**src/rtl/demux_reg_bank_if.sv**
```systemverilog
// Write-stream bundle into demux_reg_bank: valid/ready beat with target select, burst length and data.
interface demux_reg_bank_if #(
  parameter int WIDTH     = 32,
  parameter int SEL_WIDTH = 3
);
  logic                 in_valid;
  logic                 in_ready;
  logic [SEL_WIDTH-1:0] in_sel;
  logic [SEL_WIDTH:0]   in_len;
  logic [WIDTH-1:0]     in_data;

  modport master (output in_valid, in_sel, in_len, in_data, input in_ready);
  modport slave  (input in_valid, in_sel, in_len, in_data, output in_ready);
endinterface

```
**src/rtl/demux_reg_bank.sv**
```systemverilog
// Registered 1-to-N write demux: single, broadcast and auto-incrementing burst writes into holding registers.
// Accepted beat lands in q and pulses upd on the following cycle; hold (or reset) drops in_ready, stalling the source.
module demux_reg_bank #(
  parameter int WIDTH     = 32,
  parameter int SEL_WIDTH = 3
) (
  input  logic                                 clk,
  input  logic                                 rst,
  input  logic                                 hold,
  demux_reg_bank_if.slave                      wr,
  output logic [WIDTH*(2**SEL_WIDTH)-1:0]      q,
  output logic [(2**SEL_WIDTH)-1:0]            upd,
  output logic                                 busy
);
  localparam int NUM_OUT = 2**SEL_WIDTH;
  localparam logic [0:0] S_IDLE  = 1'b0;
  localparam logic [0:0] S_BURST = 1'b1;
  localparam logic [SEL_WIDTH:0] LEN_MAX = (SEL_WIDTH+1)'(NUM_OUT);
  localparam logic [SEL_WIDTH:0] LEN_ONE = (SEL_WIDTH+1)'(1);
  localparam logic [SEL_WIDTH:0] LEN_ZERO = '0;

  logic [0:0]           state, state_nxt;
  logic [SEL_WIDTH-1:0] idx, idx_nxt;
  logic [SEL_WIDTH:0]   remaining, rem_nxt;
  logic [SEL_WIDTH:0]   eff_len;
  logic [NUM_OUT-1:0]   wr_mask;
  logic                 accept;

  assign wr.in_ready = ~hold & ~rst;
  assign accept      = wr.in_valid & wr.in_ready;
  assign busy        = (state == S_BURST);

  // Lengths beyond NUM_OUT clamp so a burst never revisits a register.
  assign eff_len = (wr.in_len > LEN_MAX) ? LEN_MAX : wr.in_len;

  always_comb begin
    wr_mask   = '0;
    state_nxt = state;
    idx_nxt   = idx;
    rem_nxt   = remaining;
    if (accept) begin
      if (state == S_IDLE) begin
        if (eff_len == LEN_ZERO) begin
          wr_mask = '1;
        end else begin
          wr_mask[wr.in_sel] = 1'b1;
          if (eff_len > LEN_ONE) begin
            state_nxt = S_BURST;
            idx_nxt   = wr.in_sel + 1'b1;
            rem_nxt   = eff_len - 1'b1;
          end
        end
      end else begin
        // Burst continuation: sel/len on the bus are ignored.
        wr_mask[idx] = 1'b1;
        idx_nxt      = idx + 1'b1;
        rem_nxt      = remaining - 1'b1;
        if (remaining == LEN_ONE) state_nxt = S_IDLE;
      end
    end
  end

  always_ff @(posedge clk) begin
    if (rst) begin
      q         <= '0;
      upd       <= '0;
      state     <= S_IDLE;
      idx       <= '0;
      remaining <= '0;
    end else begin
      upd       <= wr_mask;
      state     <= state_nxt;
      idx       <= idx_nxt;
      remaining <= rem_nxt;
      for (int i = 0; i < NUM_OUT; i++) begin
        if (wr_mask[i]) q[i*WIDTH +: WIDTH] <= wr.in_data;
      end
    end
  end
endmodule

```
**src/flat_wrapper.sv**
```systemverilog
// flat-port wrapper written by rule: the top's interface ports become plain ports
module demux_reg_bank_flat 
#(
  parameter int WIDTH     = 32,
  parameter int SEL_WIDTH = 3
)
  (clk, rst, hold, q, upd, busy, wr_in_valid, wr_in_sel, wr_in_len, wr_in_data, wr_in_ready);
  demux_reg_bank_if #(.WIDTH(WIDTH), .SEL_WIDTH(SEL_WIDTH)) wr_i ();
  input  logic clk;
  input  logic rst;
  input  logic hold;
  output logic [WIDTH*(2**SEL_WIDTH)-1:0] q;
  output logic [(2**SEL_WIDTH)-1:0] upd;
  output logic busy;
  input wire logic [$bits(wr_i.in_valid)-1:0] wr_in_valid;
  input wire logic [$bits(wr_i.in_sel)-1:0] wr_in_sel;
  input wire logic [$bits(wr_i.in_len)-1:0] wr_in_len;
  input wire logic [$bits(wr_i.in_data)-1:0] wr_in_data;
  output wire logic [$bits(wr_i.in_ready)-1:0] wr_in_ready;
  assign wr_i.in_valid = wr_in_valid;
  assign wr_i.in_sel = wr_in_sel;
  assign wr_i.in_len = wr_in_len;
  assign wr_i.in_data = wr_in_data;
  assign wr_in_ready = wr_i.in_ready;
  demux_reg_bank #(.WIDTH(WIDTH), .SEL_WIDTH(SEL_WIDTH)) u_core (.clk(clk), .rst(rst), .hold(hold), .wr(wr_i), .q(q), .upd(upd), .busy(busy));
endmodule
```
**config.mk**
```make
export PLATFORM = sky130hd
export DESIGN_NAME = demux_reg_bank_flat
export DESIGN_NICKNAME = d
export VERILOG_FILES = /design/src/rtl/demux_reg_bank_if.sv /design/src/rtl/demux_reg_bank.sv /design/src/flat_wrapper.sv
export SDC_FILE = /design/constraint.sdc
export NUM_CORES = 1
export LEC_CHECK = 0
export BUFFER_PORTS_ARGS = -buffer_cell sky130_fd_sc_hd__buf_4
export CAP_MARGIN = 10
export CORE_UTILIZATION = 50
export DETAILED_ROUTE_END_ITERATION = 16
export GPL_TIMING_DRIVEN = 1
export HOLD_SLACK_MARGIN = 0.1
export MAX_ROUTING_LAYER = met4
export PLACE_DENSITY = 0.81
export SLEW_MARGIN = 40
export SYNTH_ARGS = -nofsm -noshare
export SYNTH_HDL_FRONTEND = slang
export SYNTH_SLANG_ARGS = --single-unit
export TNS_END_PERCENT = 50
```
**constraint.sdc**
```tcl
create_clock -name clk -period 3.85 [get_ports clk]
set_clock_uncertainty 0.2 [all_clocks]
set_input_delay 0.77 -clock clk [delete_from_list [all_inputs] [get_ports clk]]
set_output_delay 0.77 -clock clk [all_outputs]
set_load 0.01 [all_outputs]
```
==> results of run 1 <==
-- per-layer routing --
metal / share of wire (%) / GRT usage [%]
met1: 42 / 33.4
met2: 48 / 44.9
met3: 7.7 / 5.50
met4: 2.3 / 7.76
met5: 0 / -
-- worst max-delay path: cells and delay by family --
family / cells / cell delay (ps)
AND/OR/NAND/NOR: 1 / 100
buffers and inverters: 4 / 1010
-- synth_stat cells (all sizes together) (6+ instances only) --
| cell | number | area share [%] |
|---|---|---|
| dfxtp | 272 | 52 |
| nand2b | 163 | 9.7 |
| nand3b | 131 | 9.4 |
| o21ai | 130 | 6.3 |
| mux2i | 129 | 12 |
| clkbuf | 51 | 1.8 |
| buf | 31 | 2.4 |
| inv | 13 | 0.47 |
| nor2 | 10 | 0.36 |
| nand2 | 8 | 0.29 |
| ha | 6 | 0.72 |
| nor4b | 6 | 0.56 |
-- metrics by stage --
step | util, % | cells | setup WS, ps | power [W] | cell area, um2
after global placement | 63.3 | 1507 | 498 | 0.00338 | 12900
final | 67.2 | 1556 | 944 | 0.00575 | 13700
after floorplan | - | 993 | 1210 | 0.00319 | 10500
after CTS | 67.2 | 1556 | 930 | 0.00578 | 13700
after global routing | 67.2 | 1556 | 804 | 0.00592 | 13700
after detailed placement | 63.4 | 1508 | 523 | 0.00338 | 12900
-- state kept, by name, summed over array words and instances, names as in the netlist --
signal	cells
u_core.busy	1
u_core.idx	3
u_core.q	256
u_core.remaining	4
u_core.upd	8
-- where the power goes --
group          switching (W)  internal (W)
clock                0.00106       0.00136
sequential         0.0000319       0.00286
combinational       0.000233      0.000196
total                0.00133       0.00442
-- how the worst max path moves through the flow --
stage | end | cells past startpoint
6_report | wr_in_ready | 5
5_1_grt | wr_in_ready | 5
4_1_cts | wr_in_ready | 5
3_5_place_dp | u_core.q[17] | 10
3_3_place_gp | u_core.q[51] | 8
2_1_floorplan | wr_in_ready | 4
-- logic make-up after synthesis --
group	Yosys count	synth area share (%)
and+or+nand+nor	335	21.6
DFF	272	51.9
AOI/OAI and AO/OA	149	8.18
muxes	133	12.7
buffers and inverters	95	4.66
adders and majority gates	6	0.715
xor gates and xnor gates	3	0.250
-- area by class of cell --
cell class                 count  area [um2]  area share, %
tap                          270         338           2.46
timing repair buffer         327        2500           18.2
inverter                      13        48.8          0.355
multi-input combinational    626        4620           33.6
sequential                   272        5450           39.6
clock inverter                 3        18.8          0.137
clock buffer                  45         773           5.63
==> out/results.txt, run 1 <==
The slew at the pin with the worst max-slew slack is 783 ps. In this run the most critical hold path is launched from u_core.q[251]. The number of standard-cell rows in the floorplan came out at 52.

In the layout the commonest cells are sky130_fd_sc_hd__buf_4 (323), sky130_fd_sc_hd__dfxtp_1 (272), sky130_fd_sc_hd__nand2b_1 (163). Each instance of the synthesized netlist takes up on average 10.6 um2. Summed over all layers, the global routing overflow is 0.

In this run, synthesis produced a sequential element count of 272. By instance count, the cell type seen most on the critical path is sky130_fd_sc_hd__buf_4. TritonCTS built the clock tree.

After routing, the total negative slack on setup checks comes to 0 ps. The logs give 0 for the quantity of hold-fixing buffers added after cts and 0 for the final-report max-slew violation count. Setup repair after global routing left no endpoint under its margin. The number of hold violations in the final report came out at 0.

Derived from the worst setup path, the maximum achievable clock frequency is 0.344 GHz. The tools report the critical path startpoint category as a primary input. The worst-case clock buffer depth came out at 3. The remaining number of nets flagged by the antenna check after routing is 0.

Tracing the worst setup path back leads to its startpoint at rst. The run gives 1 as the H-tree depth reported by CTS. The routed layout has 8346 vias. The worst register-to-register path begins at u_core.busy. After detailed routing, the number of vias per cell comes to 5.36. The maximum net fanout on the critical path was 174.

The final estimated routing congestion in global placement is 0.810, and the starting density of the core is 51.4%. The worst register-to-register path has a setup slack of 1270 ps. For the post-CTS resize count, the log shows 0. For the total wire length after detailed routing, the log shows 29.4 mm. The run gives 993 as the number of instances in the synthesized netlist. The run finished with clean final reports. The path with the worst hold slack has its endpoint at u_core.q[251]. The shortest clock period the worst path allows after layout was 2910 ps; the antenna diode instance count was 0.

The signal on the critical path passes through buf_6 -> buf_4 -> buf_12 -> nor2_1 -> buf_4. Half-perimeter wire length after placement: 19.5 mm. Synthesized cell area: 10500 um2. Horizontal die dimension: 147 um. Leaving out fill and tap cells, the most frequent cell in the layout is sky130_fd_sc_hd__buf_4.

Dividing the detail-routed wire length by the instance count gives 18.9 um. The run gives 27.1% as the all-layer global routing usage. The source-to-sink clock delay at the later pin of the worst-skew pair is 530 ps, and the standby leakage power is 5.94 nW.

The number of global-route vias before repair was 8199; the instance count along the most critical hold path was 2. Sequential area share after synthesis: 51.9%. The endpoint identified for the worst register-to-register timing path is u_core.q[9].

The post-route netlist has 29.4% of its cells at a drive strength greater than 1. The initial antenna violation count came out at 0. The die covers 21600 um2.

The core region is 20400 um2. The headroom to the max-slew limit was 47.8%. After clock tree synthesis, the clock-pin slew on the worst setup and hold paths is 60 ps. Before antenna repair, the detailed router went through 4 iterations. Setup violations remaining at the end of the flow were counted as 0. For this design, the sink count on the clock tree is 272. In the final design database the tool counted 1316 nets.

The tightest hold path in the finished design has a slack of 274 ps. The tools report the root buffer cell as sky130_fd_sc_hd__clkbuf_16. Of the available clock period, the critical path in the final layout requires 75.5%. In this run the worst hold path is classified as reg -> reg. STA puts the critical path data required time at 2880 ps.

For the number of fill cells, the log shows 1617. Across the run, the number of max-cap violations was 0. The synthesized netlist net count is 1042. The first global-routing pass estimated 45.1 mm of wire. In this run the post-CTS setup repair buffer count came out at 0. Clock tree synthesis inserted a total of 27 buffers. The number of warnings issued by yosys came out at 0.

The critical path in this run is classified as in -> out. The run gives 39 as the distinct cell type count after synthesis. The count of input and output buffers came out at 308. The arrival time at the worst endpoint is 1940 ps. IR analysis of the VDD net gives a maximum drop of 0.343 mV. The maximum single-stage delay on the critical path was 420 ps; the layout overhead on the synthesized area was 30.9%. In this run the count of I/O pins placed on the die edge is 309. The run gives 175 as the pin count of the biggest net entering global routing.

The power density of the placed cells was 418 nW/um2. The run gives 0 as the number of remaining DRC errors. Category of the worst setup path capture point: an output port.

After the first detailed-routing iteration, the DRC count stood at 428. The async set-or-reset flop fraction in the synthesized netlist works out to 0%. The die is 147 um tall. The synthesized design contains 0 enable-type register cells.

The most used flip-flop cell after synthesis was sky130_fd_sc_hd__dfxtp_1. The number of cells on the worst reg-to-reg path is 6. Among all stages on the critical path, the largest delay is contributed by sky130_fd_sc_hd__buf_12.
Power figures use the tool's default switching activity.
==> run 2, diff against run 1 <==
==> constraint.sdc (replaced) <==
create_clock -name clk -period 2.75 [get_ports clk]
set_clock_uncertainty 0.2 [all_clocks]
set_input_delay 0.55 -clock clk [delete_from_list [all_inputs] [get_ports clk]]
set_output_delay 0.55 -clock clk [all_outputs]
set_load 0.01 [all_outputs]
==> run 2 against run 1 <==
Final cell count up 0.71%; flip-flop and latch count did not move; core utilization rose by 1.5 points; critical path depth unchanged; worst setup slack worse by 750 ps; largest power group unchanged.
==> out/results.txt, run 2 (synthesis results as in run 1) <==
Worst-case reg-to-reg path depth: 5 (was 6). The initial antenna violation count is 0 (unchanged), and the global route total overflow is 0 (unchanged). The count of input and output buffers was 308 (unchanged).

The total wire length after detailed routing is 29.5 mm (was 29.4 mm). The shortest clock period the worst path allows after layout was 2560 ps. Class of the most critical hold timing path: in -> reg (was reg -> reg). The slew at the pin with the worst max-slew slack is 637 ps (was 783 ps). Number of standard-cell rows in the floorplan: 52 (unchanged). The pin count of the biggest net entering global routing is 147 (was 175). The critical path startpoint category was a primary input (unchanged). The final-report max-slew violation count is 0 (unchanged), and the switching power is 0.00192 W (was 0.00133 W). The H-tree depth reported by CTS was 1 (unchanged). The half-perimeter wire length after placement is 19.4 mm (was 19.5 mm). The tools report the category of the worst setup path capture point as an output port (unchanged).

The total clock buffers created by CTS was 28 (was 27); the number of vias per cell was 5.42 (was 5.36). For the worst-case clock buffer depth, the log shows 3 (unchanged). The tools report the area of the core region as 20400 um2 (unchanged). The share of post-route cells with drive strength above 1 was 30.6% (was 29.4%).

The logs give 6 (was 4) for the number of detailed-routing iterations run before antenna repair and 27.0% (was 27.1%) for the all-layer global routing usage. The power density of the placed cells works out to 597 nW/um2 (was 418 nW/um2). The clock-pin transition on the worst setup and hold timing paths came out at 60 ps (about the same). The leading cell type in the layout, fill and taps excluded was sky130_fd_sc_hd__buf_4 (unchanged). Root buffer cell: sky130_fd_sc_hd__clkbuf_16 (unchanged).

The run gives 0 (unchanged) as the remaining number of nets flagged by the antenna check after routing. The horizontal die dimension is 147 um (unchanged). The number of logic stages on the critical path including buffering was 5 (unchanged).

Slowest cell on the critical path: sky130_fd_sc_hd__dlygate4sd3_1 (was sky130_fd_sc_hd__buf_12). The via count was 8500 (was 8346); the share of total power in combinational logic was 7.4% (was 7.5%). Highest-count cells in the layout ignoring fill and taps: sky130_fd_sc_hd__buf_4 (322), sky130_fd_sc_hd__dfxtp_1 (272), sky130_fd_sc_hd__nand2b_1 (163) (was sky130_fd_sc_hd__buf_4 (323), sky130_fd_sc_hd__dfxtp_1 (272), sky130_fd_sc_hd__nand2b_1 (163)).

Crit path cell chain: dlygate4sd3_1 -> buf_6 -> buf_16 -> nor2_1 -> buf_4 (was buf_6 -> buf_4 -> buf_12 -> nor2_1 -> buf_4). The starting density of the core was 51.4% (unchanged); the count of buffer and inverter cells on the critical path was 4 (unchanged). The smallest hold slack is 131 ps (was 274 ps). The tools report the number of hold violations in the final report as 0 (unchanged). The largest register by flop count is u_core.q (unchanged). The arrival time at the worst endpoint was 1810 ps (was 1940 ps). The tools report the standby leakage power as 6.10 nW (was 5.94 nW). TritonCTS built the clock tree. The source-to-sink clock delay at the later pin of the worst-skew pair was 530 ps (about the same); the final clock period utilization by the worst path was 92.9%. The run gives 0 (unchanged) as the number of failing setup endpoints in the final timing report.

The tools report the number of global-route vias before repair as 8096 (was 8199). The fraction of power spent switching nets came out at 22.9% (was 23.1%). The part of the total power dissipated in the clock network was 44.3% (was 42.1%); the violation count after the first detailed-routing iteration was 415 (was 428). The dominant delay contributor by cell family on the critical path was buffers and inverters (unchanged). The run gives 0.00647 W (was 0.00442 W) as the internal power of the cells.

The wire length per cell came out at 18.8 um (was 18.9 um). The maximum net fanout on the critical path came out at 73 (was 174). The run gives 309 (unchanged) as the number of top-level pins. For the antenna diode instance count, the log shows 0 (unchanged). For the required time of the critical path, the log shows 2000 ps (was 2880 ps).

Category of the critical setup timing path: in -> out (unchanged). The maximum single-stage delay on the critical path is 540 ps (was 420 ps). The chip height was 147 um (unchanged); the clock net sink count was 272 (unchanged). The run gives 21600 um2 (unchanged) as the overall die area. The logs give 45.2 mm (was 45.1 mm) for the first-pass GRT wire length and 1325 (was 1316) for the total number of nets in the final design. The flow ran to the end, and the final reports show no timing, DRC or antenna violations. The headroom to the max-slew limit was 57.3% (was 47.8%). The setup total negative slack is 0 ps (unchanged), and the number of flip-flops in the largest register is 256 (unchanged). Setup repair after global routing left no endpoint under its margin. The share of power burned in registers was 48.3% (was 50.4%). The number of violations of the max-capacitance limit is 0 (unchanged), and the number of remaining DRC errors is 0 (unchanged). Derived from the worst setup path, the maximum achievable clock frequency is 0.391 GHz. The final estimated routing congestion in global placement was 0.839 (was 0.810).

Layout overhead on the synthesized area: 33.9% (was 30.9%). The instance count along the most critical hold path was 4 (was 2). The worst supply voltage drop on vdd is 0.482 mV (was 0.343 mV). Largest registers in the final layout: u_core.q x256, u_core.upd x8, u_core.remaining x4 (unchanged).
## run 2: cell count changes in the layout (fill, tap and decap cells not counted), moves of 2 or more
cell,before,now
sky130_fd_sc_hd__clkbuf_1,15,6
sky130_fd_sc_hd__buf_12,3,9
sky130_fd_sc_hd__clkbuf_8,3,9
sky130_fd_sc_hd__clkbuf_16,27,30
sky130_fd_sc_hd__clkinv_2,2,4
sky130_fd_sc_hd__clkinv_4,0,2
## run 2: cell type report
| class | instances | area (um2) |
|---|---|---|
| well taps | 270 | 338 |
| inverters | 13 | 48.8 |
| clock buffers | 44 | 872 |
| clock inverters | 7 | 45.0 |
| fillers | 1529 | 6380 |
| repair buffers | 335 | 2670 |
| flip-flops and latches | 272 | 5450 |
| multi-input cells | 626 | 4630 |
## run 2: worst paths after layout
path / start / endpoint / slack, ps
setup reg to reg: u_core.busy / u_core.q[48] / 490
hold reg to reg: u_core.q[101] / u_core.q[101] / 270
hold / removal: wr_in_len[0] / u_core.remaining[3] / 130
setup / recovery: rst / wr_in_ready / 190
## run 2: through the flow
step / util, % / total power (W) / instances / area, um2 / setup WS (ps)
after floorplan: - / 0.00447 / 993 / 10500 / 322
after global placement: 64.0 / 0.00474 / 1514 / 13100 / -80.1
after detailed placement: 64.1 / 0.00475 / 1514 / 13100 / 93.8
after CTS: 68.6 / 0.00844 / 1566 / 14000 / 49.2
after global routing: 68.8 / 0.00865 / 1567 / 14000 / 119
final: 68.8 / 0.00839 / 1567 / 14000 / 195
## run 2: power groups by stage
stage	clock network [W]	registers [W]	logic, W
floorplan	0	0.00416	0.000310
global placement	0	0.00414	0.000601
detailed placement	0	0.00414	0.000610
CTS	0.00377	0.00405	0.000615
finish	0.00371	0.00406	0.000621
global route	0.00393	0.00406	0.000661
## run 2: worst register-to-register path: stages, from the launching register on
cell and delay, ps:
sky130_fd_sc_hd__dfxtp_1 630, sky130_fd_sc_hd__buf_4 270, sky130_fd_sc_hd__a21oi_2 90, sky130_fd_sc_hd__a211oi_4 250, sky130_fd_sc_hd__buf_4 440, sky130_fd_sc_hd__mux2i_1 300
## run 2: repair_timing
item | CTS | global route
hold buffers | 1 | 0
buffers inserted | 0 | 0
resized for setup | 0 | 1
endpoints found under the setup margin | 0 | 1
endpoints found under the hold margin | 5 | 0
## run 2: per-layer routing
| metal | wire (um) | GRT usage [%] | vias to the layer above |
|---|---|---|---|
| met4 | 885 | 8.13 | 0 |
| li1 | - | - | 3977 |
| met3 | 2430 | 5.75 | 63 |
| met2 | 13700 | 43.1 | 348 |
| met1 | 12400 | 34.3 | 4112 |
| met5 | 0 | - | - |
